### src/rtl/arb_pkg.sv
// Shared constants and the wrap-around priority search
// for the arbitrating output multiplexer.
package arb_pkg;

    localparam int ARB_FIXED = 0;
    localparam int ARB_RR    = 1;

    localparam int MAXCH = 32;
    localparam int MAXCW = 5;

    // First set bit at or after start, wrapping at n; -1 if none.
    function automatic int rr_pick(
        input logic [MAXCH-1:0] req,
        input int               start,
        input int               n
    );
        int pick;
        int idx;
        pick = -1;
        for (int k = 0; k < MAXCH; k++) begin
            if (k < n && pick < 0) begin
                idx = start + k;
                if (idx >= n) idx = idx - n;
                if (req[idx[MAXCW-1:0]]) pick = idx;
            end
        end
        return pick;
    endfunction

endpackage

### src/rtl/rr_arbiter.sv
// Fixed-priority or round-robin arbiter; owns the
// rotating pointer, which moves past each winner.
module rr_arbiter
    import arb_pkg::*;
#(
    parameter int NCH  = 4,
    parameter int MODE = ARB_RR,
    parameter int CW   = $clog2(NCH)
) (
    input  logic           clk,
    input  logic           rst,
    input  logic [NCH-1:0] req,
    input  logic           advance,
    output logic [NCH-1:0] grant,
    output logic [CW-1:0]  grant_idx,
    output logic           any
);

    localparam logic [CW-1:0] LAST = CW'(NCH - 1);

    logic [CW-1:0]    ptr;
    logic [MAXCH-1:0] req_w;
    int               start;
    int               pick;

    always_comb begin
        req_w          = '0;
        req_w[NCH-1:0] = req;
        start          = (MODE == ARB_RR) ? int'(ptr) : 0;
        pick           = rr_pick(req_w, start, NCH);
        any            = (pick >= 0);
        grant_idx      = any ? pick[CW-1:0] : '0;
        grant          = '0;
        if (any) grant[grant_idx] = 1'b1;
    end

    always_ff @(posedge clk or posedge rst) begin
        if (rst) begin
            ptr <= '0;
        end else if (MODE == ARB_RR && advance && any) begin
            ptr <= (grant_idx == LAST) ? '0 : grant_idx + 1'b1;
        end
    end

endmodule

### src/rtl/arb_mux.sv
// N-channel arbitrating mux into a single registered
// output slot with valid/ready handshake on both sides.
module arb_mux
    import arb_pkg::*;
#(
    parameter int WIDTH = 32,
    parameter int NCH   = 4,
    parameter int MODE  = ARB_RR,
    parameter int CW    = $clog2(NCH)
) (
    input  logic                 clk,
    input  logic                 rst,
    input  logic [NCH*WIDTH-1:0] in_data,
    input  logic [NCH-1:0]       in_valid,
    output logic [NCH-1:0]       in_ready,
    output logic [WIDTH-1:0]     out_data,
    output logic [CW-1:0]        out_chan,
    output logic                 out_valid,
    input  logic                 out_ready
);

    logic             load;
    logic [NCH-1:0]   grant;
    logic [CW-1:0]    grant_idx;
    logic             any;
    logic [WIDTH-1:0] sel_data;

    // Slot can take a word when empty or draining this cycle.
    assign load     = !out_valid || out_ready;
    assign in_ready = load ? grant : '0;

    rr_arbiter #(
        .NCH  (NCH),
        .MODE (MODE)
    ) u_arb (
        .clk       (clk),
        .rst       (rst),
        .req       (in_valid),
        .advance   (load),
        .grant     (grant),
        .grant_idx (grant_idx),
        .any       (any)
    );

    always_comb begin
        sel_data = '0;
        for (int i = 0; i < NCH; i++) begin
            if (grant[i]) sel_data = sel_data | in_data[i*WIDTH +: WIDTH];
        end
    end

    always_ff @(posedge clk or posedge rst) begin
        if (rst) begin
            out_valid <= 1'b0;
            out_data  <= '0;
            out_chan  <= '0;
        end else if (load) begin
            if (any) begin
                out_valid <= 1'b1;
                out_data  <= sel_data;
                out_chan  <= grant_idx;
            end else begin
                out_valid <= 1'b0;
            end
        end
    end

endmodule
### config.mk
export PLATFORM = sky130hd
export DESIGN_NAME = arb_mux
export DESIGN_NICKNAME = d
export VERILOG_FILES = /design/src/rtl/arb_pkg.sv /design/src/rtl/rr_arbiter.sv /design/src/rtl/arb_mux.sv
export SDC_FILE = /design/constraint.sdc
export NUM_CORES = 1
export LEC_CHECK = 0
export ABC_CLOCK_PERIOD_IN_PS = 3960
export CAP_MARGIN = 20
export CELL_PAD_IN_SITES_DETAIL_PLACEMENT = 0
export CELL_PAD_IN_SITES_GLOBAL_PLACEMENT = 1
export CORE_MARGIN = 10
export CORE_UTILIZATION = 25
export DETAILED_ROUTE_END_ITERATION = 7
export PLACE_DENSITY = 0.76
export REMOVE_ABC_BUFFERS = 1
export SLEW_MARGIN = 20
export SYNTH_ARGS = -nofsm -noshare
export SYNTH_HDL_FRONTEND = slang
export SYNTH_SLANG_ARGS = --single-unit
### constraint.sdc
create_clock -name clk -period 3.96 [get_ports clk]
set_input_delay 0.594 -clock clk [delete_from_list [all_inputs] [get_ports clk]]
set_output_delay 0.594 -clock clk [all_outputs]
set_load 0.005 [all_outputs]
# [Word-level counts from Yosys, hierarchy flattened]
# Cells that the tools add are included.
[classes] n_eq_ne=1 reduce_logical=5 muxes=33 add_sub_neg=8 magnitude_cmp=14 bitwise=3
[op_table] operator="32-bit two-way mux" n=18
[op_table] operator="32-bit by 4-bit greater-or-equal comparator with 1-bit output (second input constant)" n=3
[op_table] operator="32-bit by 1-bit < comparator with 1-bit output (second input constant)" n=3
[op_table] operator="32-bit OR" n=3
[op_table] operator="32-bit by 4-bit subtractor with 32-bit output (second input constant)" n=3
[op_table] operator="32-bit by 1-bit greater-or-equal comparator with 1-bit output (second input constant)" n=1
[op_table] operator="5-bit by 6-bit < comparator with 1-bit output (second input constant)" n=4
[op_table] operator="1-bit binary-select mux with 5-bit select" n=4
[op_table] operator="4-bit two-way mux" n=2
[op_table] operator="2-bit by 2-bit adder with 3-bit output (second input constant)" n=2
[op_table] operator="1-bit two-way mux" n=6
[op_table] operator="2-bit two-way mux" n=2
[op_table] operator="2-bit by 3-bit subtractor with 4-bit output (second input constant)" n=1
[op_table] operator="2-bit by 1-bit adder with 3-bit output (second input constant)" n=1
[op_table] operator="2-bit by 3-bit greater-or-equal comparator with 1-bit output (second input constant)" n=1
[op_table] operator="2-bit by 3-bit < comparator with 1-bit output (second input constant)" n=1
[op_table] operator="2-bit by 1-bit adder with 2-bit output (second input constant)" n=1
[op_table] operator="1-bit demux with 2-bit select" n=1
[op_table] operator="2-bit == test (second input constant)" n=1
[op_table] operator="2-bit by 1-bit greater-or-equal comparator with 1-bit output (second input constant)" n=1
[op_table] operator="1-bit logical AND" n=2
[op_table] operator="2-bit AND reduction" n=1
[op_table] operator="1-bit zero test" n=1
[op_table] operator="1-bit logical OR" n=1
[totals] word_cells=68 register_bits=37 in_bits=135 output_inout_bits=39

# [Longest topological paths before layout]
[depth] ltp_word=37 mapped_depth=14 depth_no_buf=11

# [Hierarchy]
# From an unflattened synthesis, not the netlist that was laid out.
[hier_totals] hier_cells=263 area_unflattened_um2=2519.9
[by_module_without_submodules] mod="arb_mux" seq_area_each_um2=875.8 cells_per_inst=201 instances=1 area_per_inst_um2=1966.9
[by_module_without_submodules] mod="rr_arbiter" seq_area_each_um2=50.0 cells_per_inst=62 instances=1 area_per_inst_um2=553.0

# [Least setup slack after synthesis]
# No wires, ideal clock.
[synth_path] path_kind="register -> output" start="reg u_arb.ptr[0]" end="out in_ready[0]" stages_incl_launch_ff=13 arrival_ns=2.699 required_time_ns=3.366 n_path_buf=3 slack_ns=0.667 cell_sequence="dfrtp_1 -> buf_2 -> inv_1 -> ha_1 -> and3b_1 -> a311o_1 -> o221ai_1 -> or2_2 -> ha_1 -> clkbuf_1 -> clkbuf_1 -> inv_1 -> nor2_1"
[synth_via] elab_chain_len=20 word_cells_on_any_way=45 classes_between="add/sub (7); order compare (10); mux (27); reduce/logical (1)"
[synth_lines] element="start: declaration" line="rr_arbiter.sv:21" source="logic [CW-1:0] ptr;"
[synth_lines] element="start signal: assignment" line="rr_arbiter.sv:41" source="ptr <= (grant_idx == LAST) ? '0 : grant_idx + 1'b1;"
[synth_lines] element="2-bit by 1-bit adder with 3-bit output" line="arb_pkg.sv:22" source="idx = start + k;"
[synth_lines] element="32-bit by 4-bit subtractor with 32-bit output / 32-bit by 4-bit greater-or-equal comparator with 1-bit output (equally long branches)" line="arb_pkg.sv:23" source="if (idx >= n) idx = idx - n;"
[synth_lines] element="32-bit two-way mux" line="arb_pkg.sv:23"
[synth_lines] element="32-bit two-way mux" line="arb_pkg.sv:21" source="if (k < n && pick < 0) begin"
[synth_lines] element="1-bit binary-select mux with 5-bit select" line="arb_pkg.sv:24" source="if (req[idx[MAXCW-1:0]]) pick = idx;"
[synth_lines] element="1-bit two-way mux (implied by the code)" line="arb_pkg.sv:24"
[synth_lines] element="32-bit two-way mux" line="arb_pkg.sv:24"
[synth_lines] element="32-bit two-way mux" line="arb_pkg.sv:21"
[synth_lines] element="[... 4 more ...]"
[synth_lines] element="32-bit by 1-bit greater-or-equal comparator with 1-bit output" line="rr_arbiter.sv:31" source="any = (pick >= 0);"
[synth_lines] element="2-bit two-way mux" line="rr_arbiter.sv:32" source="grant_idx = any ? pick[CW-1:0] : '0;"
[synth_lines] element="2-bit by 3-bit < comparator with 1-bit output (implied by the code) / 2-bit by 1-bit greater-or-equal comparator with 1-bit output (equally long branches)" line="rr_arbiter.sv:34" source="if (any) grant[grant_idx] = 1'b1;"
[synth_lines] element="1-bit logical AND (implied by the code)" line="rr_arbiter.sv:34"
[synth_lines] element="1-bit two-way mux (implied by the code)" line="rr_arbiter.sv:34"
[synth_lines] element="1-bit demux with 2-bit select"
[synth_lines] element="4-bit two-way mux *" line="rr_arbiter.sv:34"
[synth_lines] element="4-bit two-way mux *" line="arb_mux.sv:30" source="assign in_ready = load ? grant : '0;"
[synth_lines] element="end: declaration" line="arb_mux.sv:15" source="output logic [NCH-1:0] in_ready,"
# Mark *: on every way between the ends. The rest lies on a longest branch, timed or not. The select of a mux whose other input is x is not followed.

# [Worst setup path in the final report]
[layout_path] start="in in_valid[1]" end="out in_ready[1]"
[layout_via] elab_chain_len=17 word_cells_on_any_way=27 classes_between="order compare (6); mux (20); reduce/logical (1)"
[layout_lines] element="start: declaration" line="arb_mux.sv:14" source="input logic [NCH-1:0] in_valid,"
[layout_lines] element="1-bit binary-select mux with 5-bit select" line="arb_pkg.sv:24"
[layout_lines] element="1-bit two-way mux (implied by the code)" line="arb_pkg.sv:24"
[layout_lines] element="32-bit two-way mux" line="arb_pkg.sv:24"
[layout_lines] element="32-bit by 1-bit < comparator with 1-bit output / 32-bit two-way mux (equally long branches)" line="arb_pkg.sv:21, arb_pkg.sv:24"
[layout_lines] element="32-bit two-way mux" line="arb_pkg.sv:21"
[layout_lines] element="32-bit by 1-bit < comparator with 1-bit output / 32-bit two-way mux (equally long branches)" line="arb_pkg.sv:21, arb_pkg.sv:24"
[layout_lines] element="32-bit two-way mux" line="arb_pkg.sv:21"
[layout_lines] element="32-bit by 1-bit < comparator with 1-bit output / 32-bit two-way mux (equally long branches)" line="arb_pkg.sv:21, arb_pkg.sv:24"
[layout_lines] element="[... 2 more ...]"
[layout_lines] element="2-bit two-way mux *" line="rr_arbiter.sv:32"
[layout_lines] element="via grant_idx[0]" line="arb_mux.sv:24" source="logic [CW-1:0] grant_idx;"
[layout_lines] element="2-bit by 3-bit < comparator with 1-bit output (implied by the code) / 2-bit by 1-bit greater-or-equal comparator with 1-bit output (equally long branches)" line="rr_arbiter.sv:34"
[layout_lines] element="1-bit logical AND (implied by the code)" line="rr_arbiter.sv:34"
[layout_lines] element="1-bit two-way mux (implied by the code)" line="rr_arbiter.sv:34"
[layout_lines] element="1-bit demux with 2-bit select *"
[layout_lines] element="4-bit two-way mux *" line="rr_arbiter.sv:34"
[layout_lines] element="4-bit two-way mux *" line="arb_mux.sv:30"
# The timed path passes the listed nets; every way through them passes the cells marked *. The select of a mux whose other input is x is not followed.

==> results summary <==
The summed negative setup slack over all endpoints came out at 0 ns. The global-route wire length before repair came out at 15,500 µm. The max-cap violation count is 0. The slew at the pin closest to its max-slew limit came out at 0.496 ns.

Overall power consumption after layout is estimated at 4.29 mW. Counting distinct cell types in the post-synthesis netlist gives 33. The CTS sink count came out at 37. The area enclosed by the die boundary came out at 15,000 µm². Dividing the final minimum period by the clock period gives 0.948.

The total global routing overflow is 0. Along the worst hold path, the cell count comes to 1. The final count of pins violating max slew came out at 0. The synthesized area divided by synthesized cell count is 10.8 µm². The row count came out at 37.

The count of flip-flops with a built-in enable after synthesis is 0. The number of buffer and inverter stages on the critical path is 3. The maximum number of pins on one net before global-route repair is 38. For flop-to-flop paths, the worst setup slack is 0.72 ns.

In the synthesized netlist the dominant register cell turns out to be dfrtp_1. The filler-free cell count of the finished design is 550. The detailed placement HPWL is 7810 µm. The sequential area share after synthesis came out at 0.352. The cell with the biggest individual delay on the critical path is clkdlybuf4s50_1.

The fraction of layout cells with a size suffix above 1 came out at 0.162. The via density per instance came out at 4.70. The global-route usage over all layers is 0.131. Among all cell types in the netlist, the one instantiated most often is a22oi_1.

In the routed design, unresolved DRC markers number 0. The cell type with the largest total area after synthesis is dfrtp_1. The signal arrival time at the worst endpoint is 3.16 ns. The yosys synthesis warning count came out at 0. The fraction of post-synthesis cell area in the top cell type by area is 0.352. The worst-case IR drop observed on VDD is 0.393 mV. In this design, the largest share of critical-path delay is due to buffers and inverters. In this run the tightest slew margin relative to its limit is 0.669.

The CTS H-tree depth is 2. The kind of start point of the critical path is a primary input. In this run the count of I/O pins placed on the die edge is 174. The first detailed-routing pass ran for 4 iterations. Including well taps, the total number of placed cells is 539.

The leakage power came out at 2.03 nW. The maximum fanout along the worst path is 4. The die height is 123 µm. Relative to the synthesized area, the layout overhead comes to 74.7%.

The count of buffers inserted at the top-level ports came out at 173. The final RePlAce weighted congestion came out at 0.757. At the worst endpoint, the required time is 3.37 ns. The cell sitting at the root of the clock tree is a clkbuf_8. The worst register-to-register path ends at out_data[14]. The number of antenna violations at the first check in global routing came out at 0. The clock network latency to the later pin of the worst-skew pair came out at 0.28 ns. The number of antenna repair diodes is 0. The clock tree skew after final layout is 0.00364 ns. In this run the worst hold path is classified as reg -> reg. The worst min-delay path endpoint is out_chan[1].

The buffer levels on the longest clock path came out at 2. After the first detailed-routing iteration, the DRC count stood at 114. For this run, the slowest stage of the critical path takes 0.54 ns. By area the synthesized netlist is led by dfrtp_1 (35%), mux2_4 (19%), a22oi_1 (19%), nand2_1 (4.7%), ha_1 (4.3%). The layout net count is 558. Setup repair after global routing left no endpoint under its margin.

The startpoint identified for the worst hold timing path is out_chan[1]. The area inside the core boundary came out at 10,300 µm². The post-synthesis register bit count came out at 37. The filler cell count came out at 1,017. The initial core utilization came out at 0.256. Setup violations remaining at the end of the flow were counted as 0. The number of nets with antenna violations after routing is 0. Measured in cells, the most critical reg-to-reg path has a length of 11.

In this run, CTS created clock tree buffers numbering 5. The mapped cell area is 2630 µm². After clock tree synthesis, the clock-pin slew on the worst setup and hold paths is 0.07 ns. The number of cells produced by synthesis came out at 243. In this run the critical register-to-register path is launched from u_arb.ptr[1]. The routed wire length is 10,300 µm. By count the netlist is led by a22oi_1 (65), dfrtp_1 (37), mux2_4 (34). The minimum period implied by the final worst setup slack came out at 3.75 ns. The number of global-route vias before repair is 2,895. Summing over every cut layer, the via total after detailed routing is 2,586.

The floorplan step set the die width to 123 µm. Of all flip-flops after synthesis, the portion carrying an async set or reset was 1.00. The routed wire length per instance is 18.7 µm. STA classifies the critical path endpoint as an output port.

The power per unit of standard cell area came out at 935 nW/µm². TritonCTS built the clock tree. The type of the worst setup path is in -> out.

The highest achievable clock rate came out at 266 MHz. The count of endpoints failing hold in the final timing report was 0. The flow ran to the end, and the final reports show no timing, DRC or antenna violations. The signal on the critical path passes through clkdlybuf4s50_1 -> mux2_2 -> and3b_1 -> o311ai_1 -> o221ai_2 -> nor2_1 -> ha_1 -> inv_1 -> nor2_1 -> clkdlybuf4s50_1.
[report_power, final]
group          total (mW)  switching (mW)  internal [mW]
clock               0.316           0.133          0.183
sequential          0.733           0.135          0.598
combinational        3.24            1.49           1.75
total                4.29            1.76           2.54
[through the flow]
stage,hold slack [ns],worst slack [ns],util,cell area [µm²]
6_report,0.505,0.207,0.447,4590
3_3_place_gp,0.483,0.0680,0.432,4440
4_1_cts,0.502,0.00848,0.443,4550
3_5_place_dp,0.483,0.0345,0.432,4440
2_1_floorplan,0.479,0.169,-,2470
5_1_grt,0.519,0.0789,0.447,4590
[routing by layer]
layer / GRT usage / up-vias / share of wire
met3: 0.0569 / 8 / 0.092
li1: - / 1245 / -
met1: 0.141 / 1227 / 0.39
met4: 0.0368 / 0 / 0.011
met5: 0 / - / 0
met2: 0.229 / 106 / 0.51
[registers in the layout, summed over array words and instances (netlist names)]
name / count
u_arb.ptr: 2
out_chan: 2
out_data: 32
out_valid: 1
[logic make-up after synthesis]
kind of cell,Yosys count,synth area share
fa+ha+maj,9,0.0428
buf+inv,31,0.0733
compound gates,76,0.217
simple gates,49,0.0871
mux,41,0.227
flops,37,0.352
[layout make-up]
class                           count  area, µm²  share of cell area
Timing Repair Buffer              187       1840               0.401
Inverter                            8       30.0             0.00654
Tap cell                          136        170              0.0370
Clock inverter                      2       35.0             0.00763
Clock buffer                        5       68.8              0.0150
Multi-Input combinational cell    175       1520               0.330
Sequential cell                    37        928               0.202
[cells in the final DEF (no fill, tap or decap), drive strengths merged]
cell type,instances
a21boi,1
a21oi,1
a221o,1
a22oi,65
a311o,1
a32o,1
and3,1
and3b,1
buf,14
bufinv,1
clkbuf,5
clkdlybuf4s50,170
clkinv,2
dfrtp,37
dlymetal6s2s,3
ha,9
inv,7
mux2,38
mux2i,2
mux4,1
nand2,33
nand2b,1
nor2,6
nor2b,1
nor3,1
nor4b,1
o21ai,3
o221ai,1
o2bb2ai,1
o311ai,1
or2,3
or2b,1
[worst max path at each step]
stage | start | end | slack, ns | depth (start not counted)
finish | in_valid[1] | in_ready[1] | 0.21 | 10
global route | in_valid[1] | in_ready[1] | 0.08 | 10
CTS | in_valid[1] | in_ready[2] | 0.008 | 10
detailed placement | in_valid[0] | in_ready[2] | 0.03 | 10
global placement | in_valid[3] | in_ready[0] | 0.07 | 9
floorplan | u_arb.ptr[0] | in_ready[0] | 0.17 | 7
[timing repair]
item	CTS	global route
pin swaps	0	1
endpoints found under the hold margin	0	0
gates resized for setup	2	5
setup buffers	0	4
hold buffers	0	0
setup endpoints to repair	4	4
Power figures use the tool's default switching activity.
